### src/rtl/vga_pkg.sv
// Shared VGA constants: raster geometry, test-pattern modes and 12-bit {R,G,B} colours.
// Also provides the colour-bar lookup used by the pattern generator.
package vga_pkg;

    localparam logic [9:0]  H_ACTIVE   = 10'd640;
    localparam logic [9:0]  V_ACTIVE   = 10'd480;
    localparam logic [16:0] FB_WIDTH   = 17'd320;
    localparam logic [16:0] FB_HEIGHT  = 17'd240;
    localparam int unsigned GRID_SHIFT = 5;
    localparam logic [9:0]  GRID_MASK  = 10'((1 << GRID_SHIFT) - 1);
    localparam logic [11:0] IDLE_COLOR = 12'h222;

    typedef enum logic [1:0] {
        MODE_FB    = 2'd0,
        MODE_BARS  = 2'd1,
        MODE_GRID  = 2'd2,
        MODE_BLACK = 2'd3
    } mode_e;

    localparam logic [11:0] WHITE   = 12'hFFF;
    localparam logic [11:0] YELLOW  = 12'hFF0;
    localparam logic [11:0] CYAN    = 12'h0FF;
    localparam logic [11:0] GREEN   = 12'h0F0;
    localparam logic [11:0] MAGENTA = 12'hF0F;
    localparam logic [11:0] RED     = 12'hF00;
    localparam logic [11:0] BLUE    = 12'h00F;
    localparam logic [11:0] BLACK   = 12'h000;

    // Eight 80-px bars across the 640-px active line.
    function automatic logic [11:0] bar_color(input logic [9:0] x);
        logic [2:0] idx;
        idx = 3'(x / 10'd80);
        case (idx)
            3'd0:    return WHITE;
            3'd1:    return YELLOW;
            3'd2:    return CYAN;
            3'd3:    return GREEN;
            3'd4:    return MAGENTA;
            3'd5:    return RED;
            3'd6:    return BLUE;
            default: return BLACK;
        endcase
    endfunction

endpackage

### src/rtl/fb_scan_reader_if.sv
// Frame-buffer BRAM read port: registered address out, data back one cycle later.
interface fb_scan_reader_if;
    logic [16:0] fb_read_addr;
    logic [11:0] fb_read_data;

    modport master (output fb_read_addr, input  fb_read_data);
    modport slave  (input  fb_read_addr, output fb_read_data);
endinterface

### src/rtl/fb_scan_reader_pattern.sv
// Stage-2 colour source selection: either a generated pattern colour or the BRAM pixel.
module scan_pattern_gen
    import vga_pkg::*;
(
    input  logic [9:0]  x_i,
    input  logic [9:0]  y_i,
    input  mode_e       mode_i,
    input  logic        fb_valid_i,
    output logic [11:0] color_o,
    output logic        use_fb_o
);
    logic grid_line;
    assign grid_line = ((x_i & GRID_MASK) == '0) || ((y_i & GRID_MASK) == '0);

    always_comb begin
        color_o  = BLACK;
        use_fb_o = 1'b0;
        case (mode_i)
            MODE_FB: begin
                use_fb_o = fb_valid_i;
                color_o  = IDLE_COLOR;
            end
            MODE_BARS: color_o = bar_color(x_i);
            MODE_GRID: begin
                if (grid_line) begin
                    color_o = WHITE;
                end else begin
                    use_fb_o = fb_valid_i;
                    color_o  = IDLE_COLOR;
                end
            end
            default: color_o = BLACK;
        endcase
    end
endmodule

### src/rtl/fb_scan_reader.sv
// 2x-upscaling frame-buffer scan-out: address generation, 2-cycle aligned sync/colour
// pipeline and per-frame test-pattern mux.
module fb_scan_reader
    import vga_pkg::*;
(
    input  logic        clk,
    input  logic        reset,
    input  logic [9:0]  pixel_x,
    input  logic [9:0]  pixel_y,
    input  logic        display_on,
    input  logic        hsync_in,
    input  logic        vsync_in,
    input  logic [1:0]  mode,
    input  logic        fb_valid,
    fb_scan_reader_if.master fb,
    output logic        hsync,
    output logic        vsync,
    output logic [3:0]  vga_r,
    output logic [3:0]  vga_g,
    output logic [3:0]  vga_b
);
    typedef struct packed {
        logic [9:0] x;
        logic [9:0] y;
        logic       act;
        logic       hs;
        logic       vs;
    } pix_t;

    localparam pix_t PIX_RST = '{x: '0, y: '0, act: 1'b0, hs: 1'b1, vs: 1'b1};

    logic        active_in;
    logic [16:0] addr_d, addr_q;
    pix_t        pix_d;
    pix_t        pipe_q [2];
    mode_e       mode_q;
    logic        fb_valid_q;
    logic [11:0] pat_color, rgb_d, rgb_q;
    logic        use_fb;
    logic        hs_q, vs_q;

    assign active_in = display_on && (pixel_x < H_ACTIVE) && (pixel_y < V_ACTIVE);
    // Pixel and line doubling: each frame-buffer texel covers a 2x2 block.
    assign addr_d = active_in ? (17'(pixel_y >> 1) * FB_WIDTH + 17'(pixel_x >> 1)) : '0;
    assign pix_d  = '{x: pixel_x, y: pixel_y, act: active_in, hs: hsync_in, vs: vsync_in};

    always_ff @(posedge clk) begin
        if (reset) begin
            addr_q     <= '0;
            pipe_q[0]  <= PIX_RST;
            pipe_q[1]  <= PIX_RST;
            mode_q     <= MODE_FB;
            fb_valid_q <= 1'b0;
        end else begin
            addr_q    <= addr_d;
            pipe_q[0] <= pix_d;
            pipe_q[1] <= pipe_q[0];
            // Latch only at frame start so a mid-frame change never tears the image.
            if (pixel_x == '0 && pixel_y == '0) begin
                mode_q     <= mode_e'(mode);
                fb_valid_q <= fb_valid;
            end
        end
    end

    scan_pattern_gen u_pattern (
        .x_i        (pipe_q[1].x),
        .y_i        (pipe_q[1].y),
        .mode_i     (mode_q),
        .fb_valid_i (fb_valid_q),
        .color_o    (pat_color),
        .use_fb_o   (use_fb)
    );

    assign rgb_d = !pipe_q[1].act ? BLACK : (use_fb ? fb.fb_read_data : pat_color);

    always_ff @(posedge clk) begin
        if (reset) begin
            rgb_q <= '0;
            hs_q  <= 1'b1;
            vs_q  <= 1'b1;
        end else begin
            rgb_q <= rgb_d;
            hs_q  <= pipe_q[1].hs;
            vs_q  <= pipe_q[1].vs;
        end
    end

    assign fb.fb_read_addr = addr_q;
    assign hsync = hs_q;
    assign vsync = vs_q;
    assign {vga_r, vga_g, vga_b} = rgb_q;
endmodule

### src/flat_wrapper.sv
// flat-port wrapper written by rule: the top's interface ports become plain ports
module fb_scan_reader_flat import vga_pkg::*;
  (clk, reset, pixel_x, pixel_y, display_on, hsync_in, vsync_in, mode, fb_valid, hsync, vsync, vga_r, vga_g, vga_b, fb_fb_read_addr, fb_fb_read_data);
  fb_scan_reader_if fb_i ();
  input  logic clk;
  input  logic reset;
  input  logic [9:0] pixel_x;
  input  logic [9:0] pixel_y;
  input  logic display_on;
  input  logic hsync_in;
  input  logic vsync_in;
  input  logic [1:0] mode;
  input  logic fb_valid;
  output logic hsync;
  output logic vsync;
  output logic [3:0] vga_r;
  output logic [3:0] vga_g;
  output logic [3:0] vga_b;
  output wire logic [$bits(fb_i.fb_read_addr)-1:0] fb_fb_read_addr;
  input wire logic [$bits(fb_i.fb_read_data)-1:0] fb_fb_read_data;
  assign fb_fb_read_addr = fb_i.fb_read_addr;
  assign fb_i.fb_read_data = fb_fb_read_data;
  fb_scan_reader u_core (.clk(clk), .reset(reset), .pixel_x(pixel_x), .pixel_y(pixel_y), .display_on(display_on), .hsync_in(hsync_in), .vsync_in(vsync_in), .mode(mode), .fb_valid(fb_valid), .fb(fb_i), .hsync(hsync), .vsync(vsync), .vga_r(vga_r), .vga_g(vga_g), .vga_b(vga_b));
endmodule
### config.mk
export PLATFORM = sky130hd
export DESIGN_NAME = fb_scan_reader_flat
export DESIGN_NICKNAME = d
export VERILOG_FILES = /design/src/rtl/vga_pkg.sv /design/src/rtl/fb_scan_reader_if.sv /design/src/rtl/fb_scan_reader_pattern.sv /design/src/rtl/fb_scan_reader.sv /design/src/flat_wrapper.sv
export SDC_FILE = /design/constraint.sdc
export NUM_CORES = 1
export LEC_CHECK = 0
export ABC_AREA = 1
export BUFFER_PORTS_ARGS = -buffer_cell sky130_fd_sc_hd__buf_2
export CELL_PAD_IN_SITES_DETAIL_PLACEMENT = 1
export CELL_PAD_IN_SITES_GLOBAL_PLACEMENT = 1
export CORE_ASPECT_RATIO = 1.25
export CORE_MARGIN = 2
export CORE_UTILIZATION = 41
export CTS_BUF_LIST = sky130_fd_sc_hd__clkbuf_8 sky130_fd_sc_hd__clkbuf_16
export CTS_CLUSTER_SIZE = 24
export DETAILED_ROUTE_END_ITERATION = 16
export GPL_TIMING_DRIVEN = 0
export MAX_ROUTING_LAYER = met4
export PLACE_DENSITY = 0.95
export REMOVE_ABC_BUFFERS = 1
export SLEW_MARGIN = 0
export SYNTH_ARGS = -nofsm -noshare
export SYNTH_HDL_FRONTEND = slang
export SYNTH_SLANG_ARGS = --single-unit
### constraint.sdc
create_clock -name clk -period 3.2 [get_ports clk]
set_input_delay 0.32 -clock clk [delete_from_list [all_inputs] [get_ports clk]]
set_output_delay 0.32 -clock clk [all_outputs]
set_load 0.01 [all_outputs]
== After elaboration in Yosys (flattened, before gate mapping) ==
Memories as Yosys holds them, arrays and structs flattened.
Index checks and enable logic that the tools add are counted.
Word-level totals
  register bits after elaboration: 34
  memory bits (writable): 46
  output and inout bits: 31
  memories kept: 1
Memories
  u_core.pipe_q: depth 2, bits a word 23, rd ports 2, clocked after memory_dff 0, wr ports 2, RTL line fb_scan_reader.sv:35  | pix_t pipe_q [2];
Operators by class
  add/subtract/negate cells: 1
  multiply operators: 1
  divide/modulo/power cells: 1
  $lt $le $gt $ge: 2
  equal/unequal tests: 8
  muxes and demuxes: 11
  bitwise operators: 4
  reduce and logical (&&, ||, !) cells: 12
Operator list (number)
  $pmux 12 s7: 1
  $mux 23: 2
  $logic_not 10->1: 4
  $pmux 12 s3: 1
  $mux 12: 2
  $add 17x9->17: 1
  $mul 9x3->11 const B: 1
  $div 10x7->10 const B: 1
  $lt 10x10->1 const B: 1
  $lt 10x9->1 const B: 1
  $eq 3x3->1 const B: 3
  $eq 3x2->1 const B: 2
  $mux 1: 4
  $reduce_or 2->1: 2
  $eq 3x1->1 const B: 1
  $logic_and 1x1->1: 3
  $logic_not 3->1: 1
  $eq 2x1->1 const B: 1
  $eq 2x2->1 const B: 1
  $logic_not 2->1: 1
  $not 1->1: 2
  $or 1x1->1: 2
  $pmux 1 s2: 1
  $logic_or 1x1->1: 1

== Logic depth before layout (Yosys ltp) ==
An unclocked memory read counts as a cell.
  depth in word-level cells: 6
  mapped depth: 16

== Modules after synthesis ==
Synthesis repeated with hierarchy kept, for this count alone.
Unflattened totals
  cell total of the unflattened synthesis: 414
  area, all modules: 3280.6 sq um
By module, submodules not included
  fb_scan_reader: times used 1, cells each 353, area each 2961.6 sq um, sequential area each 1601.5 sq um
  scan_pattern_gen: times used 1, cells each 61, area each 319.1 sq um, sequential area each 0.0 sq um

== Worst setup path after synthesis ==
No wires, ideal clock.
  kind: input to register
  start point: in pixel_y[2]
  end point: reg u_core.addr_q[15] (netlist: u_core.fb.fb_read_addr[15])
  data arrival time: 2074 ps
  required time: 3130 ps
  setup slack: 1056 ps
  stages: 11
  buffers on the path: 0
  path through: ha_1 > ha_1 > inv_1 > fa_1 > nor3_2 > nand2_1 > nor2_1 > nand2_1 > nor2_1 > o21ai_1 > a21oi_1
On the way
  longest elaborated chain between the ends: 4
  elaborated cells on any way between the ends: 6
  those cells by class: add/sub: 1; mul: 1; order compare: 1; bitwise: 1; reduce/logical: 2
Ends and longest elaborated chain
  start, declared: RTL line flat_wrapper.sv:8  | input logic [9:0] pixel_y;
  parallel branches: the longest is 4 deep, another holds $add 17x9->17
  end signal, assigned: RTL line fb_scan_reader.sv:55  | addr_q <= addr_d;
  end, declared: RTL line fb_scan_reader.sv:33  | logic [16:0] addr_d, addr_q;
Parallel ways; which one is timed is not known.
A chain may end at the register's enable or synchronous reset.

== Worst setup path in the final report ==
Same ends and word-level chain as after synthesis.

==> impl_summary.md <==
Global routing
The via count of the first global-routing pass is 2744. The wire length of the first global-routing pass is 12050 um. In the global route stage, overall resource usage came out at around 21%. The maximum number of pins on one net before global-route repair is 40. For this run the aggregate overflow at the end of global routing stands at 0. The number of antenna violations at the first check in global routing is 0.

Synth
Summing every instance area after synthesis gives 0.002880 sq mm. Summing the areas of all compound-gate instances in the mapped netlist gives 9.383% of the synthesized area. Counting every instance in the synthesized netlist gives 365. The number of distinct library cell variants in the gate-level netlist after synthesis is 27.

Synthesis inferred 70 register bits. The total number of yosys warnings is 0. The post-synthesis xor/xnor area fraction is 1.520%. After Yosys synthesis, and, or, nand and nor cells account for 21.72% of the synthesized area. The portion of synthesized area spent on multiplexers is 0%. The share of synthesized area occupied by flip-flops and latches is 48.65%. The average cell area after synthesis is just under 8 sq um.

The main combinational cell family by area after synthesis is simple AND/OR/NAND/NOR gates. Summing the areas of all fa, ha and maj instances in the mapped netlist gives 8.775% of the synthesized area.

Pwr
Dividing total power by cell area gives a power density of 502.0 mW/mm^2. The largest vdd supply drop is 247.8 uV. For this design the static power due to leakage is 1.827 nW.

Route
The initial DRC count is 53. In the routed layout, each cell is associated on average with a via count of 4.802. Once detail routing completed, the nets flagged for antenna violations numbered 0. The number of optimization iterations in the first detailed-route pass is 4. The total vias in the final route is 2569. After detailed routing, the number of remaining DRC violations is 0. The total wire length after detailed routing is between 7000 and 8000 um. In the final routed layout, each cell accounts on average for 13.73 um.

Setup path
The startpoint kind of the worst setup timing path is an input pin. The startpoint of the most critical register-to-register path is u_core.pipe_q[0][43]. The critical path startpoint is pixel_y[2]. The critical path capture point type is a flop. For the worst flop-to-flop path, the logic depth is 11. The critical path is of the input pin to flop type. For the worst setup path, the data required time is between 3000 and 4000 ps. The signal arrival time at the worst endpoint is 2550 ps. The maximum fanout along the worst path is 4.

Clock network
The maximum root-to-sink buffer count is 2. TritonCTS built the clock tree. Clock latency on the worst-skew pair, taken at its later pin, is 330 ps. The cell at the root of the clock tree is clkbuf_8. The number of buffers created by CTS is 9. Clock-pin slew was measured on the worst setup and hold paths at 70 ps.

The H-tree was split into 3 levels. Clock tree synthesis found a total of 70 sinks. The count of hold-fix buffers inserted at cts is 0.

The number of setup buffers added after CTS is 0. Gates resized during post-CTS repair numbered 0.

Floorplan
After floorplanning, the core was divided into 34 placement rows. The x dimension of the die is about 80 um. The chip height is approximately 100 um. The die covers around 0.0077 sq mm. In this run the count of I/O pins placed on the die edge is 71. The initial standard-cell utilization of the core is a little over two fifths. The area of the core is 0.006892 sq mm.

Min path
In this run the most critical hold path is launched from hsync_in. The tightest min-delay check is of the input pin to flop type. The worst hold path was traced through 2 stages.

STA
The clock period could shrink to approximately 2300 ps. The total count of max-transition violations in the final report is 0. Setup repair after global routing left no endpoint under its margin. The sum of negative setup slack is 0 ps. The transition time of the tightest slew-check pin is 657.8 ps. Clock skew on the completed layout was measured at 4.819 ps. The worst slew margin relative to its limit is 55.98%. The highest clock frequency the design can meet is 438.0 MHz. The number of endpoints failing setup at the final stage is 0. Of the available clock period, the critical path in the final layout requires between 70% and 80%. The count of final hold-check violations is 0.

Placed design
The weighted congestion at the end of routability-driven global placement is between 0.8 and 0.9. Once detailed placement completed, the half-perimeter wirelength came to 5770 um. The number of buffers inserted by port buffering is 70. In this run, placement finished with an instance count of 520. Once placement finished, the instance area stood at 0.003323 sq mm.

Cells and area
The layout has 915 filler cells. The number of standard cells in the final layout excluding fillers is 535. The number of antenna diodes in the final layout is 0. The fraction of final layout cells with drive strength greater than 1 is 22.47%.

The final-stage net count is 500. After routing the design area is 0.003491 sq mm. The area growth from synthesis to layout is 21.20%.

Run status
The flow ran to the end, and the final reports show no timing, DRC or antenna violations.

Job
Max-cap violations in this run came to 0.
[cell usage in the layout, fill, tap and decap left out]
cell,n
o311ai_0,1
o21ai_1,4
nand2_1,39
fa_1,2
nand2_2,3
a21oi_1,24
ha_1,17
nor2_1,70
nand4_1,4
nand3_1,13
xor2_1,2
clkinv_2,1
or2_2,6
dfxtp_1,70
nor3_2,1
inv_2,3
o21ai_0,18
a21boi_2,1
nor3_1,3
buf_2,70
nor2_2,1
nor4_1,3
o211ai_1,1
inv_1,71
o211ai_2,1
xnor2_1,3
clkbuf_8,11
nand3_2,2
[flip-flops by register name, indices dropped and copies added, names as in the netlist]
signal	count
u_core.hsync	1
u_core.fb.fb_read_addr	17
u_core.fb_valid_q	1
u_core.vsync	1
u_core.mode_q	2
u_core.pipe_q	36
u_core.rgb_q	12
[power breakdown]
part           switching, W  leakage [nW]  total [W]  internal, W
clock network      0.000307        0.0990   0.000617     0.000310
logic              0.000142          1.16   0.000226    0.0000847
registers         0.0000100         0.573   0.000909     0.000899
[kinds of logic after synthesis]
kind of cell | count (synthesis)
and+or+nand+nor | 145
buffers and inverters | 76
DFF | 70
AOI/OAI and AO/OA | 50
adders and majority gates | 19
xor gates and xnor gates | 5
[worst max-delay path, stage by stage]
cell and delay (ps):
buf_2 130, ha_1 300, ha_1 230, inv_1 90
fa_1 490, nor3_2 280, nand2_1 90, nor2_1 170
nand2_1 90, nor2_1 150, o21ai_1 70, a21oi_1 140
[Yosys cell counts]
cell type,count,area share [%]
o311ai_0,1,0.30
nand2_2,3,0.65
nand3_1,13,2.3
xnor2_1,3,0.91
nor3_1,3,0.52
nor3_2,1,0.35
dfxtp_1,70,49
ha_1,17,7.4
nand2_1,39,5.1
inv_2,3,0.39
nor2_1,70,9.1
o21ai_1,4,0.70
a21oi_1,24,4.2
nand3_2,2,0.70
fa_1,2,1.4
nor2_2,1,0.22
clkbuf_1,4,0.52
a21boi_2,1,0.39
buf_2,1,0.17
nor4_1,3,0.65
xor2_1,2,0.61
o211ai_1,1,0.26
o21ai_0,18,3.1
o211ai_2,1,0.43
or2_2,6,1.3
nand4_1,4,0.87
inv_1,68,8.9
[metrics by stage]
stage | util, % | setup slack, ps | hold slack, ps | power, W
3_3_place_gp | 48.22 | 687.1 | 389.8 | 0.001133
4_1_cts | 50.65 | 968.5 | 148.7 | 0.001769
2_1_floorplan | - | 1041 | 388.3 | 0.001067
3_5_place_dp | 48.22 | 608.0 | 398.4 | 0.001154
5_1_grt | 50.65 | 739.1 | 160.6 | 0.001835
6_report | 50.65 | 916.8 | 166.4 | 0.001752
[layer usage]
layer  up-vias  wire (um)  global-route usage, %
li1       1284          -                      -
met1      1209       2680                  19.40
met5         -          0                      -
met3        15        251                  3.717
met2        61       4221                  39.18
met4         0        193                  10.21
[path summary, 6_finish.rpt]
path | to | slack [ps]
setup / recovery | u_core.fb.fb_read_addr[15] | 920
setup reg to reg | u_core.rgb_q[11] | 1440
hold / removal | u_core.pipe_q[0][1] | 170
hold reg to reg | u_core.pipe_q[0][30] | 410
[area by class of cell]
cell class	count	area, sq um	area share [%]
flip-flops and latches	70	1401	40.14
clock buffers	11	151.4	4.337
inverters	71	266.5	7.634
well taps	90	112.6	3.226
multi-input cells	219	1192	34.16
repair buffers	70	350.3	10.04
clock inverters	4	16.27	0.4659
(Power assumes the default switching activity.)
